--- src/rtl/axil_arb_2x1.sv ---
// Two-requester AXI-lite arbiter: independent round-robin write and read paths,
// one outstanding transaction per path, AW/W/AR passed through to the shared slave.
module axil_arb_2x1 #(
    parameter int DATA_WIDTH = 32,
    parameter int ADDR_WIDTH = 32,
    parameter int STRB_WIDTH = DATA_WIDTH/8
) (
    input  logic                  clk,
    input  logic                  rst,
    // requester 0
    input  logic [ADDR_WIDTH-1:0] s00_axil_awaddr,
    input  logic [2:0]            s00_axil_awprot,
    input  logic                  s00_axil_awvalid,
    output logic                  s00_axil_awready,
    input  logic [DATA_WIDTH-1:0] s00_axil_wdata,
    input  logic [STRB_WIDTH-1:0] s00_axil_wstrb,
    input  logic                  s00_axil_wvalid,
    output logic                  s00_axil_wready,
    output logic [1:0]            s00_axil_bresp,
    output logic                  s00_axil_bvalid,
    input  logic                  s00_axil_bready,
    input  logic [ADDR_WIDTH-1:0] s00_axil_araddr,
    input  logic [2:0]            s00_axil_arprot,
    input  logic                  s00_axil_arvalid,
    output logic                  s00_axil_arready,
    output logic [DATA_WIDTH-1:0] s00_axil_rdata,
    output logic [1:0]            s00_axil_rresp,
    output logic                  s00_axil_rvalid,
    input  logic                  s00_axil_rready,
    // requester 1
    input  logic [ADDR_WIDTH-1:0] s01_axil_awaddr,
    input  logic [2:0]            s01_axil_awprot,
    input  logic                  s01_axil_awvalid,
    output logic                  s01_axil_awready,
    input  logic [DATA_WIDTH-1:0] s01_axil_wdata,
    input  logic [STRB_WIDTH-1:0] s01_axil_wstrb,
    input  logic                  s01_axil_wvalid,
    output logic                  s01_axil_wready,
    output logic [1:0]            s01_axil_bresp,
    output logic                  s01_axil_bvalid,
    input  logic                  s01_axil_bready,
    input  logic [ADDR_WIDTH-1:0] s01_axil_araddr,
    input  logic [2:0]            s01_axil_arprot,
    input  logic                  s01_axil_arvalid,
    output logic                  s01_axil_arready,
    output logic [DATA_WIDTH-1:0] s01_axil_rdata,
    output logic [1:0]            s01_axil_rresp,
    output logic                  s01_axil_rvalid,
    input  logic                  s01_axil_rready,
    // shared downstream slave
    output logic [ADDR_WIDTH-1:0] m_axil_awaddr,
    output logic [2:0]            m_axil_awprot,
    output logic                  m_axil_awvalid,
    input  logic                  m_axil_awready,
    output logic [DATA_WIDTH-1:0] m_axil_wdata,
    output logic [STRB_WIDTH-1:0] m_axil_wstrb,
    output logic                  m_axil_wvalid,
    input  logic                  m_axil_wready,
    input  logic [1:0]            m_axil_bresp,
    input  logic                  m_axil_bvalid,
    output logic                  m_axil_bready,
    output logic [ADDR_WIDTH-1:0] m_axil_araddr,
    output logic [2:0]            m_axil_arprot,
    output logic                  m_axil_arvalid,
    input  logic                  m_axil_arready,
    input  logic [DATA_WIDTH-1:0] m_axil_rdata,
    input  logic [1:0]            m_axil_rresp,
    input  logic                  m_axil_rvalid,
    output logic                  m_axil_rready,
    output logic [1:0]            wr_grant,
    output logic [1:0]            rd_grant
);

    typedef enum logic [1:0] {WR_IDLE = 2'd0, WR_XFER = 2'd1, WR_RESP = 2'd2} wr_state_t;
    typedef enum logic [1:0] {RD_IDLE = 2'd0, RD_XFER = 2'd1, RD_RESP = 2'd2} rd_state_t;

    // Round-robin pick: on contention the port that did not win last time goes first.
    function automatic logic [1:0] rr_pick(input logic [1:0] req, input logic last_one);
        logic [1:0] pick;
        if (req == 2'b11) begin
            pick = last_one ? 2'b01 : 2'b10;
        end else begin
            pick = req;
        end
        return pick;
    endfunction

    wr_state_t  r_wr_state;
    logic [1:0] r_wr_grant;
    logic       r_wr_last;
    logic       r_aw_done;
    logic       r_w_done;
    rd_state_t  r_rd_state;
    logic [1:0] r_rd_grant;
    logic       r_rd_last;

    logic       w_wr_sel1, w_rd_sel1;
    logic       w_wr_xfer, w_wr_resp, w_rd_xfer, w_rd_resp;
    logic       w_aw_open, w_w_open;
    logic       w_aw_hs, w_w_hs, w_b_hs, w_ar_hs, w_r_hs;
    logic [1:0] w_wr_pick, w_rd_pick;

    assign w_wr_sel1 = r_wr_grant[1];
    assign w_rd_sel1 = r_rd_grant[1];
    // Reset gates every valid/ready combinationally through these state qualifiers.
    assign w_wr_xfer = (r_wr_state == WR_XFER) && !rst;
    assign w_wr_resp = (r_wr_state == WR_RESP) && !rst;
    assign w_rd_xfer = (r_rd_state == RD_XFER) && !rst;
    assign w_rd_resp = (r_rd_state == RD_RESP) && !rst;
    assign w_aw_open = w_wr_xfer && !r_aw_done;
    assign w_w_open  = w_wr_xfer && !r_w_done;

    assign w_wr_pick = rr_pick({s01_axil_awvalid, s00_axil_awvalid}, r_wr_last);
    assign w_rd_pick = rr_pick({s01_axil_arvalid, s00_axil_arvalid}, r_rd_last);

    // Write request/data toward the shared slave; port 0 payload when idle.
    assign m_axil_awaddr  = w_wr_sel1 ? s01_axil_awaddr : s00_axil_awaddr;
    assign m_axil_awprot  = w_wr_sel1 ? s01_axil_awprot : s00_axil_awprot;
    assign m_axil_awvalid = w_aw_open && (w_wr_sel1 ? s01_axil_awvalid : s00_axil_awvalid);
    assign m_axil_wdata   = w_wr_sel1 ? s01_axil_wdata : s00_axil_wdata;
    assign m_axil_wstrb   = w_wr_sel1 ? s01_axil_wstrb : s00_axil_wstrb;
    assign m_axil_wvalid  = w_w_open && (w_wr_sel1 ? s01_axil_wvalid : s00_axil_wvalid);
    assign m_axil_bready  = w_wr_resp && (w_wr_sel1 ? s01_axil_bready : s00_axil_bready);

    assign s00_axil_awready = w_aw_open && r_wr_grant[0] && m_axil_awready;
    assign s01_axil_awready = w_aw_open && r_wr_grant[1] && m_axil_awready;
    assign s00_axil_wready  = w_w_open && r_wr_grant[0] && m_axil_wready;
    assign s01_axil_wready  = w_w_open && r_wr_grant[1] && m_axil_wready;
    assign s00_axil_bvalid  = w_wr_resp && r_wr_grant[0] && m_axil_bvalid;
    assign s01_axil_bvalid  = w_wr_resp && r_wr_grant[1] && m_axil_bvalid;
    assign s00_axil_bresp   = m_axil_bresp;
    assign s01_axil_bresp   = m_axil_bresp;

    // Read path mirrors the write path with a single address channel.
    assign m_axil_araddr  = w_rd_sel1 ? s01_axil_araddr : s00_axil_araddr;
    assign m_axil_arprot  = w_rd_sel1 ? s01_axil_arprot : s00_axil_arprot;
    assign m_axil_arvalid = w_rd_xfer && (w_rd_sel1 ? s01_axil_arvalid : s00_axil_arvalid);
    assign m_axil_rready  = w_rd_resp && (w_rd_sel1 ? s01_axil_rready : s00_axil_rready);

    assign s00_axil_arready = w_rd_xfer && r_rd_grant[0] && m_axil_arready;
    assign s01_axil_arready = w_rd_xfer && r_rd_grant[1] && m_axil_arready;
    assign s00_axil_rvalid  = w_rd_resp && r_rd_grant[0] && m_axil_rvalid;
    assign s01_axil_rvalid  = w_rd_resp && r_rd_grant[1] && m_axil_rvalid;
    assign s00_axil_rdata   = m_axil_rdata;
    assign s01_axil_rdata   = m_axil_rdata;
    assign s00_axil_rresp   = m_axil_rresp;
    assign s01_axil_rresp   = m_axil_rresp;

    assign w_aw_hs = m_axil_awvalid && m_axil_awready;
    assign w_w_hs  = m_axil_wvalid && m_axil_wready;
    assign w_b_hs  = m_axil_bvalid && m_axil_bready;
    assign w_ar_hs = m_axil_arvalid && m_axil_arready;
    assign w_r_hs  = m_axil_rvalid && m_axil_rready;

    assign wr_grant = r_wr_grant;
    assign rd_grant = r_rd_grant;

    // Write FSM: grant, track AW/W completion independently, then wait for B.
    always_ff @(posedge clk) begin
        if (rst) begin
            r_wr_state <= WR_IDLE;
            r_wr_grant <= 2'b00;
            r_wr_last  <= 1'b1;
            r_aw_done  <= 1'b0;
            r_w_done   <= 1'b0;
        end else begin
            case (r_wr_state)
                WR_IDLE: begin
                    if (w_wr_pick != 2'b00) begin
                        r_wr_grant <= w_wr_pick;
                        r_wr_last  <= w_wr_pick[1];
                        r_wr_state <= WR_XFER;
                    end
                end
                WR_XFER: begin
                    if (w_aw_hs) r_aw_done <= 1'b1;
                    if (w_w_hs)  r_w_done  <= 1'b1;
                    if ((r_aw_done || w_aw_hs) && (r_w_done || w_w_hs)) begin
                        r_wr_state <= WR_RESP;
                    end
                end
                WR_RESP: begin
                    if (w_b_hs) begin
                        r_wr_state <= WR_IDLE;
                        r_wr_grant <= 2'b00;
                        r_aw_done  <= 1'b0;
                        r_w_done   <= 1'b0;
                    end
                end
                default: begin
                    r_wr_state <= WR_IDLE;
                    r_wr_grant <= 2'b00;
                    r_aw_done  <= 1'b0;
                    r_w_done   <= 1'b0;
                end
            endcase
        end
    end

    // Read FSM: grant, AR handshake, then wait for R.
    always_ff @(posedge clk) begin
        if (rst) begin
            r_rd_state <= RD_IDLE;
            r_rd_grant <= 2'b00;
            r_rd_last  <= 1'b1;
        end else begin
            case (r_rd_state)
                RD_IDLE: begin
                    if (w_rd_pick != 2'b00) begin
                        r_rd_grant <= w_rd_pick;
                        r_rd_last  <= w_rd_pick[1];
                        r_rd_state <= RD_XFER;
                    end
                end
                RD_XFER: begin
                    if (w_ar_hs) r_rd_state <= RD_RESP;
                end
                RD_RESP: begin
                    if (w_r_hs) begin
                        r_rd_state <= RD_IDLE;
                        r_rd_grant <= 2'b00;
                    end
                end
                default: begin
                    r_rd_state <= RD_IDLE;
                    r_rd_grant <= 2'b00;
                end
            endcase
        end
    end

endmodule

--- config.mk ---
export PLATFORM = sky130hd
export DESIGN_NAME = axil_arb_2x1
export DESIGN_NICKNAME = d
export VERILOG_FILES = /design/src/rtl/axil_arb_2x1.sv
export SDC_FILE = /design/constraint.sdc
export NUM_CORES = 1
export LEC_CHECK = 0
export ABC_AREA = 1
export CAP_MARGIN = 20
export CORE_AREA = 2 2 179 181
export DETAILED_ROUTE_END_ITERATION = 10
export DIE_AREA = 0 0 181 183
export HOLD_SLACK_MARGIN = 0.12
export PLACE_DENSITY_LB_ADDON = 0.1
export SYNTH_ARGS = -nofsm -noshare
export SYNTH_HDL_FRONTEND = slang
export SYNTH_SLANG_ARGS = --single-unit
export TNS_END_PERCENT = 50
--- constraint.sdc ---
create_clock -name clk -period 1.4 [get_ports clk]
set_clock_uncertainty 0.2 [all_clocks]
set_input_delay 0.14 -clock clk [delete_from_list [all_inputs] [get_ports clk]]
set_output_delay 0.14 -clock clk [all_outputs]
set_load 0.01 [all_outputs]
* Yosys cells after proc, flatten, opt, wreduce, memory -nomap -nowiden
Cells that the tools add are included.
** Word-level totals
- Register bits after elaboration :: 12
- Bits of input ports :: 265
- Output and inout port bits :: 197
- Logic and storage cells :: 111
** Cells by class
- Equality and inequality tests :: 14
- Mux-type cells :: 32
- Bitwise gates (word level) :: 3
- Reduce and logical (&&, ||, !) cells :: 54
** Operator list (number)
- two-way mux 32 bit :: 3
- logical AND 1 bit :: 37
- two-way mux 2 bit :: 12
- one-hot mux 2 bit (3 select lines) :: 4
- AND reduction 3 bit :: 6
- inequality test 2 bit, second input constant :: 7
- == test 2 bit, second input constant :: 4
- two-way mux 1 bit :: 8
- two-way mux 3 bit :: 2
- one-hot mux 1 bit (3 select lines) :: 2
- == test 2 x 1 -> 1 bit, second input constant :: 2
- logical NOT 2 bit :: 2
- two-way mux 4 bit :: 1
- AND reduction 2 bit :: 2
- nonzero test 2 bit :: 2
- logical NOT 1 bit :: 3
- NOT 1 bit :: 3
- logical OR 1 bit :: 2
- inequality test 2 x 1 -> 1 bit, second input constant :: 1

* Logic depth before layout (Yosys ltp)
Gate-level depths: netlist of run 1.
- Depth in word-level cells :: 9
- Depth in mapped cells :: 9
- Depth with buffers taken out :: 9

* Worst setup path before layout of run 1
No wires, ideal clock.
- Path type :: reg2out
- From :: register r_rd_grant[1], in the netlist rd_grant[1]
- To :: output m_axil_araddr[10]
- Arrival :: 1.077 ns
- Data required time :: 1.060 ns
- Path slack :: -0.017 ns
- Stages on the path, launching flop included :: 5
- Buffers on the path :: 2
- Path through :: dfxtp_1 -> buf_2 -> clkbuf_1 -> nand2_1 -> nand2_1
** On the way
- Longest elaborated chain between the ends :: 1
** Ends and longest elaborated chain
- from (decl) :: RTL line 94 : logic [1:0] r_rd_grant;
- from (signal assigned) :: RTL line 210 : r_rd_grant <= w_rd_pick;
- two-way mux 32 bit :: RTL line 135 : assign m_axil_araddr = w_rd_sel1 ? s01_axil_araddr : s00_axil_araddr;
- to (decl) :: RTL line 62 : output logic [ADDR_WIDTH-1:0] m_axil_araddr,
No other way between the ends.

* Final worst setup path of run 1
- From :: register r_wr_grant[1], in the netlist wr_grant[1]
- To :: output m_axil_awaddr[20]
** On the way
- Longest elaborated chain between the ends :: 1
** Ends and longest elaborated chain
- from (decl) :: RTL line 89 : logic [1:0] r_wr_grant;
- from (signal assigned) :: RTL line 170 : r_wr_grant <= w_wr_pick;
- two-way mux 32 bit :: RTL line 117 : assign m_axil_awaddr = w_wr_sel1 ? s01_axil_awaddr : s00_axil_awaddr;
- to (decl) :: RTL line 51 : output logic [ADDR_WIDTH-1:0] m_axil_awaddr,
No other way between the ends.

==> results of run 1 <==
[through the flow]
step / area (um^2) / worst slack [ns]
2_1_floorplan: 2640 / 0.0329
3_3_place_gp: 6480 / -0.725
3_5_place_dp: 6480 / -0.708
4_1_cts: 7590 / -0.323
5_1_grt: 8430 / -0.388
6_report: 8430 / -0.314
[cells by family after synthesis]
family	Yosys count
AOI/OAI and AO/OA	19
buffers and inverters	123
DFF	12
and+or+nand+nor	389
[flip-flops by register name, indices dropped and copies added (netlist names)]
signal / cells
r_wr_state: 2
rd_grant: 2
r_rd_last: 1
r_wr_last: 1
r_aw_done: 1
r_rd_state: 2
wr_grant: 2
r_w_done: 1
[metal layers]
layer	wire length (um)	up-vias
li1	-	2356
met1	7370	2027
met2	11700	156
met3	915	10
met4	213	0
met5	0	-
[final cells by class]
type	instances	area, um^2	area share [%]
repair buffers	482	4920	58.3
flip-flops and latches	12	258	3.06
clock buffers	4	88.8	1.05
inverters	27	131	1.56
diodes	1	2.50	0.0297
multi-input cells	408	2510	29.8
well taps	402	503	5.97
repair inverters	1	16.3	0.193
[cell usage after synthesis (6+ instances only)]
library cell	number	area, um^2
sky130_fd_sc_hd__nor3_1	11	55.1
sky130_fd_sc_hd__buf_2	14	70.1
sky130_fd_sc_hd__inv_2	6	22.5
sky130_fd_sc_hd__inv_1	21	78.8
sky130_fd_sc_hd__nand2_1	348	1310
sky130_fd_sc_hd__nand3_1	9	45.0
sky130_fd_sc_hd__dfxtp_1	12	240
sky130_fd_sc_hd__buf_4	73	548
sky130_fd_sc_hd__nor2_1	8	30.0
sky130_fd_sc_hd__clkbuf_1	8	30.0
sky130_fd_sc_hd__a21oi_1	11	55.1
[critical path, cell delays in order (launching register included)]
cell                      delay (ns)
sky130_fd_sc_hd__dfxtp_4        0.38
sky130_fd_sc_hd__buf_12         0.14
sky130_fd_sc_hd__buf_12         0.13
sky130_fd_sc_hd__buf_12         0.12
sky130_fd_sc_hd__buf_16         0.13
sky130_fd_sc_hd__nand2_2        0.05
sky130_fd_sc_hd__nand2_1        0.04
sky130_fd_sc_hd__buf_2          0.13
[cells in the final DEF, fill, tap and decap left out, drive strengths merged]
| cell type | n |
|---|---|
| nor2 | 14 |
| clkbuf | 11 |
| diode | 1 |
| nand2 | 349 |
| dlygate4sd3 | 36 |
| dlygate4sd2 | 1 |
| and3 | 1 |
| nand4 | 1 |
| clkdlybuf4s15 | 2 |
| buf | 208 |
| nand3 | 11 |
| a21oi | 12 |
| nor3 | 13 |
| inv | 27 |
| dlymetal6s2s | 2 |
| dfxtp | 12 |
| clkdlybuf4s50 | 226 |
| o211ai | 2 |
| o21ai | 5 |
| clkinv | 1 |
[power breakdown]
| group | leakage, nW | internal (mW) | switching [mW] |
|---|---|---|---|
| Clock | 0.0442 | 0.432 | 0.156 |
| Sequential | 0.102 | 0.371 | 0.0384 |
| Combinational | 4.01 | 1.79 | 1.35 |
[final timing paths]
| check | from | to | slack [ns] | cells after the start |
|---|---|---|---|---|
| worst max-delay path | wr_grant[1]$_SDFFE_PP0P_ | m_axil_awaddr[20] | -0.31 | 7 |
| worst min-delay path | m_axil_rvalid | r_rd_state[1]$_SDFFE_PP0P_ | 0.18 | 5 |
| worst max register to register | wr_grant[1]$_SDFFE_PP0P_ | r_wr_state[1]$_SDFFE_PP0P_ | -0.28 | 10 |
| worst min register to register | r_wr_last$_SDFFE_PP1P_ | r_wr_last$_SDFFE_PP1P_ | 0.29 | 2 |
[timing repair]
action | CTS | global route
hold buffers | 36 | 0
gates cloned | 12 | 3
endpoints found under the hold margin | 72 | 0
gates resized for setup | 699 | 210
buffers inserted | 20 | 14
endpoints found under the setup margin | 135 | 135
pin swaps | 62 | 64
==> run metrics, run 1 <==
via count of the first global-routing pass=4674; setup TNS=-24.78 ns; run status=finished, violations left; per-instance average area after synthesis=just under 5 um^2; Fin Hold WS=0.178 ns; leakage dissipation=approximately 4.2 nW; initial core utilization=8.46%; Power, Total=around 4.1 mW; clock transition at the register clock pins on the worst setup and hold paths after CTS=0.05 ns; fraction of layout instances using a drive strength above 1=between 40 and 50%; post-synthesis share of cell area spent on full adders, half adders and majority gates=0%; required time reported for the critical path endpoint=1.06 ns; Worst-Margin Slew=between 0.3 and 0.4 ns; GP Congestion=roughly 0.76; final-report setup violation count=approximately 130; synth unique cells=22; Num CTS Buffers=3; number of primary I/O pins=approximately 460; class of the most critical hold timing path=in -> reg; Die Span Y=183 um; overall overflow remaining after global route=0; clock tree from TritonCTS=yes; sequential share of the synthesized area=a little under a tenth; layer with the highest usage=met2; # port buffers=around 350; number of antenna violations at the first check in global routing=1; Via density=3.40; Core Rows=between 60 and 70; Setup CP Type=reg -> out; number of warnings issued by yosys=0; combined area of all synthesized cells=2640 um^2; data arrival at the endpoint of the critical path=approximately 1.4 ns; number of nets produced by synthesis=a little over 800; Maximum Capacitance Violations=0; met3 Use GR=under 10%; Die Area=approximately 33000 um^2; mux contribution to synthesized area=0%; relative max-transition margin=77.4%; largest family of logic cells by synthesized area=simple AND/OR/NAND/NOR gates; Filler Cells Inserted=around 3500; Area Growth Syn to Fin=219%; number of standard cells in the layout, taps in and fillers out=about 1300; cell at the root of the clock tree=sky130_fd_sc_hd__clkbuf_16; met1 track demand over resource=between 10% and 20%; wire length of the first global-routing pass=28.3 mm; crit path capture type=primary output; final setup slack of the worst path=-0.314 ns; final hold violations=0; share of the synthesized netlist area taken by xor and xnor gates=0%; Std-Cell Core Area=31200 um^2; number of nets in the layout=1200; worst vdd ir=~0.25 mV; Bufs on Longest Clock Path=2; Simple-Gate Fraction of Synth Area=between 50 and 60%; drt first-iter violations=91; register bit count reported by yosys=12; GR Layer Usage met2=a little under a quarter; post-route ant nets=0; failing checks=negative setup slack; detail-routed net length per standard cell=~15 um; maximum number of pins on one net before global-route repair=15; final critical delay including setup and external delays=~1.7 ns; half-perimeter wire length of the detailed placement result=15.5 mm; all-layer global routing usage=11.2%; insertion delay of the later-clocked pin in the worst-skew pair=between 0.2 and 0.25 ns; startpoint kind of the worst setup timing path=register; total via count in the routed design=between 4000 and 5000; final design utilization=between 20% and 30%; part of the cycle the worst path needs=122%; synthesized instance count=around 540; highest clock rate=slightly below 600 MHz; number of enable flip-flop cells after synthesis=0; fraction of the mapped netlist area in compound gates=3.93%; share of flip-flops with an asynchronous set or reset after synthesis=0%; number of placed cells counting well taps=around 1300; Detailed Route WL=slightly above 20 mm; number of detailed-routing iterations run before antenna repair=4; # DRC=0; worst-path maximum fanout=4; unrepaired setup endpoints after global routing=yes; commonest register cell after synthesis=sky130_fd_sc_hd__dfxtp_1; power per unit of standard cell area=491 nW/um^2; count of H-tree levels built during CTS=1; Die Span X=181 um; max-slew violation total from the final report=0; number of clock sinks=12
Power figures use the tool's default switching activity.
==> run 2, diff against run 1 <==
PLACE_DENSITY_LB_ADDON = unset   (was 0.1)
==> run 2 against run 1 <==
  * The flow still finishes with violations (negative setup slack)
  * Hold slack improved by 0.11 ns
  * Maximum frequency barely moved
  * Power fell by 1.7%
  * Routed wire length fell by 3.0%
  * Sequential power fell by 1%
  * Non-clock buffer count rose by 7
  * Cell area fell by 3.4%
  * Setup slack barely moved
  * Combinational power fell by 2%
  * Critical endpoint unchanged
  * Largest power group unchanged
==> run metrics, run 2 (same netlist as run 1, synthesis figures left out) <==
Maximum Capacitance Violations=0 (unchanged); number of antenna violations at the first check in global routing=1 (unchanged); Fin Hold WS=0.289 ns (was 0.178 ns); maximum number of pins on one net before global-route repair=19 (was 15); met1 track demand over resource=13.9% (was 12.0%); fraction of layout instances using a drive strength above 1=43.8% (was 45.2%); insertion delay of the later-clocked pin in the worst-skew pair=0.24 ns (about the same); Std-Cell Core Area=31200 um^2 (unchanged); fraction of power consumed by the clock network=14.4% (was 14.2%); Die Span Y=183 um (unchanged); crit path capture type=primary output (unchanged); worst vdd ir=0.337 mV (was 0.246 mV); slowest stage cell, crit path=sky130_fd_sc_hd__dfxtp_4 (unchanged); critical path, cell by cell=buf_12 -> buf_12 -> buf_6 -> buf_6 -> nand2_2 -> nand2_1 -> buf_2 (was buf_12 -> buf_12 -> buf_12 -> buf_16 -> nand2_2 -> nand2_1 -> buf_2); setup TNS=-23.74 ns (was -24.78 ns); Setup CP Type=reg -> out (unchanged); pre-CTS setup slack=-0.773 ns (was -0.708 ns); clock transition at the register clock pins on the worst setup and hold paths after CTS=0.04 ns (was 0.05 ns); Bufs on Longest Clock Path=2 (unchanged); Core Rows=65 (unchanged); commonest non-fill, non-tap cells in the layout=sky130_fd_sc_hd__clkdlybuf4s50_1, sky130_fd_sc_hd__nand2_1, sky130_fd_sc_hd__nand2_2 (unchanged); GR Layer Usage met2=18.3% (was 22.8%); cell at the root of the clock tree=sky130_fd_sc_hd__clkbuf_16 (unchanged); count of H-tree levels built during CTS=1 (unchanged); overall overflow remaining after global route=0 (unchanged); net switching component of the power=1.53 mW (was 1.55 mW); met3 Use GR=1.69% (was 1.83%); detail-routed net length per standard cell=14.6 um (was 15.1 um); Filler Cells Inserted=3401 (was 3466); max-slew violation total from the final report=0 (unchanged); number of nets in the layout=1206 (was 1200); reg2reg setup slack=-0.30 ns (was -0.28 ns); part of the cycle the worst path needs=122% (about the same); # DRC=0 (unchanged); data arrival at the endpoint of the critical path=1.37 ns (about the same); switching part of the total=37.6% (was 37.4%); final-report setup violation count=131 (was 132); number of primary I/O pins=462 (unchanged); layer with the highest usage=met2 (unchanged); class of the most critical hold timing path=reg -> reg (was in -> reg); via count of the first global-routing pass=4770 (was 4674); Via density=3.56 (was 3.40); GP Congestion=0.828 (was 0.757); Power, Total=4.07 mW (was 4.14 mW); initial core utilization=8.46% (unchanged); # port buffers=353 (unchanged); final hold violations=0 (unchanged); Detailed Route WL=19.6 mm (was 20.2 mm); drt first-iter violations=165 (was 91); final setup slack of the worst path=-0.314 ns (about the same); wire length of the first global-routing pass=27.0 mm (was 28.3 mm); part of the total power dissipated in sequential elements=9.9% (about the same); Die Area=33100 um^2 (unchanged); final critical delay including setup and external delays=1.71 ns (about the same); number of detailed-routing iterations run before antenna repair=4 (unchanged); startpoint kind of the worst setup timing path=register (unchanged); share of total power in combinational logic=75.7% (was 75.9%); relative max-transition margin=76.3% (was 77.4%); leakage dissipation=3.90 nW (was 4.16 nW); failing checks=negative setup slack (unchanged); Area Growth Syn to Fin=208% (was 219%); most frequent standard cell in the layout excluding fill and tap cells=sky130_fd_sc_hd__clkdlybuf4s50_1 (unchanged); total via count in the routed design=4777 (was 4549); Cell Int Power=2.54 mW (was 2.59 mW); Die Span X=181 um (unchanged); power per unit of standard cell area=500 nW/um^2 (was 491 nW/um^2); run status=finished, violations left (unchanged); half-perimeter wire length of the detailed placement result=14.5 mm (was 15.5 mm); Worst path max stage delay=0.39 ns (was 0.38 ns); worst-path maximum fanout=5 (was 4); post-route ant nets=0 (unchanged); highest clock rate=583 MHz (was 584 MHz); required time reported for the critical path endpoint=1.06 ns (about the same); Worst-Margin Slew=0.352 ns (was 0.336 ns); number of clock sinks=12 (unchanged); all-layer global routing usage=10.5% (was 11.2%); Num CTS Buffers=3 (unchanged); unrepaired setup endpoints after global routing=yes (unchanged); ant diodes=0 (was 1); critical path's top delay family=buffers and inverters (unchanged); clock tree from TritonCTS=yes (unchanged); CP bufs+invs=5 (unchanged)
## run 2: cell types whose count changed in the layout (fill, tap and decap cells not counted), moves of 2 or more
cell,delta
sky130_fd_sc_hd__buf_16,-4
sky130_fd_sc_hd__nand2_2,+20
sky130_fd_sc_hd__dfxtp_1,+2
sky130_fd_sc_hd__buf_12,+6
sky130_fd_sc_hd__clkbuf_16,-2
sky130_fd_sc_hd__buf_4,-2
sky130_fd_sc_hd__nand2_4,-34
sky130_fd_sc_hd__buf_6,-9
sky130_fd_sc_hd__buf_2,+22
sky130_fd_sc_hd__inv_1,+2
sky130_fd_sc_hd__nand3_2,+2
sky130_fd_sc_hd__nand2_1,+14
sky130_fd_sc_hd__clkbuf_2,-3
## run 2: final timing paths
check	start	end	cells past startpoint
worst min register to register	r_wr_last$_SDFFE_PP1P_	r_wr_last$_SDFFE_PP1P_	2
worst max-delay path	wr_grant[1]$_SDFFE_PP0P_	m_axil_awaddr[20]	7
worst max register to register	wr_grant[1]$_SDFFE_PP0P_	r_wr_state[1]$_SDFFE_PP0P_	10
worst min-delay path	r_wr_last$_SDFFE_PP1P_	r_wr_last$_SDFFE_PP1P_	2
## run 2: worst min-delay path, delay by kind of cell, from the launching register on
family,cells,cell delay [ns]
flip-flops,1,0.34
AND/OR/NAND/NOR,2,0.12
## run 2: per-layer routing
metal | vias to the layer above | part of all wire [%]
met1 | 2200 | 42
met2 | 192 | 52
met4 | 2 | 0.77
met3 | 12 | 5.8
met5 | - | 0.066
li1 | 2371 | -
## run 2: cell type report
cell class                      instances  area [um^2]  share of cell area [%]
Multi-Input combinational cell        408         2330                    28.6
Timing Repair Buffer                  489         4840                    59.5
Sequential cell                        12          253                    3.10
Inverter                               27          121                    1.49
Clock buffer                            4         88.8                    1.09
Tap cell                              402          503                    6.18
## run 2: repair_timing
| action | 4_1_cts | 5_1_grt |
|---|---|---|
| hold buffers | 36 | 0 |
| buffers inserted | 36 | 5 |
| hold endpoints to repair | 72 | 0 |
| pin swaps | 45 | 52 |
| cloned | 10 | 1 |
| resized for setup | 623 | 204 |
| setup endpoints to repair | 135 | 136 |
## run 2: per-stage QoR
step / area [um^2] / util, % / std cells
final: 8140 / 26.1 / 1342
after global routing: 8140 / 26.1 / 1342
after CTS: 7640 / 24.5 / 1342
after detailed placement: 6530 / 20.9 / 1256
after global placement: 6530 / 20.9 / 1256
after floorplan: 2640 / - / 543
## run 2: power by group through the flow
stage                     Combinational [mW]  Sequential (mW)  Clock [mW]
final                                   3.08            0.404       0.587
after global routing                    3.29            0.408       0.614
after CTS                               2.83            0.403       0.602
after detailed placement                2.38            0.401           0
after global placement                  2.37            0.400           0
after floorplan                        0.923            0.406           0
==> edit 1: new RTL, flow settings as in run 1 <==
Reset style: asynchronous (`rst`), changed in 2 clocked blocks.
--- a/src/rtl/axil_arb_2x1.sv
+++ b/src/rtl/axil_arb_2x1.sv
@@ -156,7 +156,7 @@
     assign rd_grant = r_rd_grant;
 
     // Write FSM: grant, track AW/W completion independently, then wait for B.
-    always_ff @(posedge clk) begin
+    always_ff @(posedge clk or posedge rst) begin
         if (rst) begin
             r_wr_state <= WR_IDLE;
             r_wr_grant <= 2'b00;
@@ -198,7 +198,7 @@
     end
 
     // Read FSM: grant, AR handshake, then wait for R.
-    always_ff @(posedge clk) begin
+    always_ff @(posedge clk or posedge rst) begin
         if (rst) begin
             r_rd_state <= RD_IDLE;
             r_rd_grant <= 2'b00;
Function: differs if rst is asserted again (counterexample within 4 cycles, from zero or initial values and one cycle with rst high); with rst held inactive, the same outputs for 10 cycles.
==> edit 1 against run 1 <==
- the flow still finishes with violations (negative setup slack)
- fmax shrank 4.7%
- die area is the same
- area after synthesis shrank 0.28%
- sequential cell count is the same
- design area shrank 1.6%
- non-clock buffer count grew 13
- setup slack lost 84 ps
- register-to-register slack lost 30 ps
- routed wire length grew 2.6%
- largest cell class unchanged
Power is not compared: it rests on default switching activity, and its combinational part moved more than twofold at a synthesized area within 25%.
==> edit 1: results (changes against run 1) <==
| Metric | Value |
|---|---|
| Status | complete, but fails checks |
| Failing checks | negative setup slack |
| Clk cell area share | 0.950% (-0.10 points) |
| Synth cell types | 19 (-14%) |
| Crit-path slowest cell | dfrtp_2 |
| #MultiIn Comb | 401 (-1.7%) |
| Reg2reg setup slack | -310 ps (-30 ps) |
| Non-clock buffering overhead | 60.7% (+2.4 points) |
| Final worst slack | -398 ps (-84.1 ps) |
| Worst Hold Class | flip-flop to flip-flop |
| Gr usage total | 11.6% (+0.38 points) |
| Pin count of the biggest net entering global routing | 16 (+1) |
| Hold Path Origin | r_rd_last |
| Count of final setup violators | 132 (unchanged) |
| Reg area | 305 sq um (+18%) |
| Crit path to | m_axil_awaddr[26] |
| Async set or reset register ratio after synthesis | 100% (+100 points) |
| Final Non-Filler Cells | 1,342 (+0.37%) |
| Multi-input gate area | 0.00225 sq mm (-10%) |
| Max_slew headroom | 80.5% (+3.2 points) |
| Reg2reg end | r_wr_state[0] |
| Number of DRC markers in iteration 0 | 70 (-23%) |
| Antenna violations before repair | 2 (+1) |
| Post-Layout Inst Area | 0.00830 sq mm (-1.6%) |
| Layout cell share with drive strength beyond 1 | 43.6% (-1.6 points) |
| CP max stage delay | 450 ps (+70 ps) |
| Hold slack | 274 ps (+96.1 ps) |
| CP startpoint | wr_grant[1] |
| Post-DP HPWL | 15,400 microns (-0.31%) |
## edit 1: cell families (layout without fill, tap and decap cells)
kind of cell	Yosys count	after routing	synth area share, %
DFF	12	12	11.5
other	0	1	0
AOI/OAI and AO/OA	17	17	3.99
buffers and inverters	123	526	28.8
and+or+nand+nor	384	384	55.7
## edit 1: repair_timing
action	CTS	global route
hold buffers	37	0
pin swaps	42	46
setup buffers	45	3
cloned	15	1
setup endpoints to repair	136	137
resized for setup	675	190
hold endpoints to repair	82	0
## edit 1: power by group through the flow
stage	Sequential, mW	Clock, mW	Combinational, mW
floorplan	0.626	0	2.91
global placement	0.612	0	7.26
detailed placement	0.611	0	7.14
CTS	0.643	0.562	9.41
global route	0.677	0.578	10.9
finish	0.649	0.539	10.1
## edit 1: metal layers
layer	part of all wire, %	wire length, microns	global-route usage [%]	up-vias
li1	-	-	-	2357
met1	35	7350	12.0	2074
met2	58	12000	24.0	182
met3	5.0	1050	1.83	15
met4	1.5	319	2.99	0
met5	0	0	0	-
==> edit 2: new RTL, settings of run 1 <==
Made on the original files. Change the parameter `ADDR_WIDTH` from 32 to 48.
--- a/src/rtl/axil_arb_2x1.sv
+++ b/src/rtl/axil_arb_2x1.sv
@@ -2,7 +2,7 @@
 // one outstanding transaction per path, AW/W/AR passed through to the shared slave.
 module axil_arb_2x1 #(
     parameter int DATA_WIDTH = 32,
-    parameter int ADDR_WIDTH = 32,
+    parameter int ADDR_WIDTH = 48,
     parameter int STRB_WIDTH = DATA_WIDTH/8
 ) (
     input  logic                  clk,
Interface: changed (6 resized); port bits go from 462 to 558. No check against the original RTL was run, so the function may have changed too.
==> edit 2 against run 1 <==
- the flow still finishes with violations (negative setup slack)
- synthesized cell count is 19% higher
- setup slack better by 53 ps
- count of clock-buffer cells in the layout stayed put
- sequential cell count stayed put
- total power is 8.9% higher
- routed wire length is 24% higher
- die area stayed put
- critical path type unchanged
- sequential power is 1% higher
- design area is 12% higher
- area after synthesis is 13% higher
==> edit 2: results (changes against run 1) <==
| Metric | Value |
|---|---|
| Synth Net Count | 976 (+21%) |
| Average size of a mapped cell | 4.63 sq um (-4.8%) |
| R2r worst-path depth | 9 (-1) |
| Count of final setup violators | 165 (+25%) |
| Number of DRC markers in iteration 0 | 135 (+48%) |
| Gp weighted congestion | 0.740 (-2.3%) |
| Synth top area cells | nand2_1 (56%), buf_4 (19%), dfxtp_1 (8.0%) |
| Drt wl/cell | 16.4 microns (+8.7%) |
| Hold slack | 196 ps (+17.9 ps) |
| Synth cell types | 19 (-14%) |
| P_leak | 4.59 nW (+10%) |
| Pin count of the biggest net entering global routing | 28 (+13) |
| Final Non-Filler Cells | 1,527 (+14%) |
| Post-DP HPWL | 19,900 microns (+29%) |
| Status | complete, but fails checks |
| Grt met1 use | 13.2% (+1.2 points) |
| Area of placed instances | 0.00778 sq mm (+20%) |
| Failing checks | negative setup slack |
| First-pass GRT wire length | 34,700 microns (+23%) |
| CP max stage delay | 440 ps (+60 ps) |
| PortBufs | 449 (+27%) |
| Final worst slack | -261 ps (+52.6 ps) |
| Dpl ws | -739 ps (-30.7 ps) |
| Metal3 WL | 2420 microns (+160%) |
| Met3 Use GR | 5.14% (+3.3 points) |
| Reg2reg end | r_w_done |
| Worst Path Max Fanout | 6 (+2) |
| Post-Route Setup TNS | -27,530 ps (-2750 ps) |
| Placed Instances | 1,443 (+15%) |
| WP data arrival | 1320 ps (-50 ps) |
| Wl on met1 | 8330 microns (+13%) |
| Layout cell share with drive strength beyond 1 | 39.2% (-5.9 points) |
| Met2 WL | 14,300 microns (+22%) |
==> edit 2: cell types whose count changed after synthesis, sizes merged <==
cell and change:
buf -8, clkbuf +16, nand2 +96
==> edit 2: final cells by class <==
class	instances	area, sq um	share of cell area, %
multi-input cells	504	2710	28.8
flip-flops and latches	12	260	2.76
diodes	1	2.50	0.0266
well taps	402	503	5.34
repair inverters	1	8.76	0.0930
clock buffers	4	88.8	0.944
repair buffers	576	5720	60.8
inverters	27	124	1.32
==> edit 2: worst max-delay path by stage <==
stage                   endpoint  depth (start not counted)  slack, ps         from
4_1_cts        m_axil_awaddr[17]                          6       -280  wr_grant[1]
5_1_grt              wr_grant[1]                          9       -320  wr_grant[1]
3_3_place_gp     s01_axil_bvalid                          6       -730          rst
3_5_place_dp     s01_axil_bvalid                          6       -740          rst
2_1_floorplan   s01_axil_awready                          4        -20  wr_grant[1]
6_report       m_axil_awaddr[20]                          6       -260  wr_grant[1]
==> edit 2: cell families after synthesis <==
| family | Yosys count | synth area share (%) |
|---|---|---|
| buffers and inverters | 131 | 26.0 |
| AOI/OAI and AO/OA | 19 | 3.47 |
| and+or+nand+nor | 485 | 62.5 |
| DFF | 12 | 8.02 |
==> edit 2: repair_timing <==
item | 4_1_cts | 5_1_grt
endpoints found under the setup margin | 167 | 167
gates cloned | 10 | 6
buffers inserted | 15 | 17
hold buffers | 36 | 0
gates resized for setup | 736 | 273
endpoints found under the hold margin | 72 | 0
pin swaps | 37 | 70
==> edit 2: where the power goes <==
group / switching [mW] / total [mW] / internal [mW]
clock network: 0.156 / 0.588 / 0.432
registers: 0.0423 / 0.414 / 0.371
logic: 1.50 / 3.51 / 2.01
total: 1.70 / 4.51 / 2.81
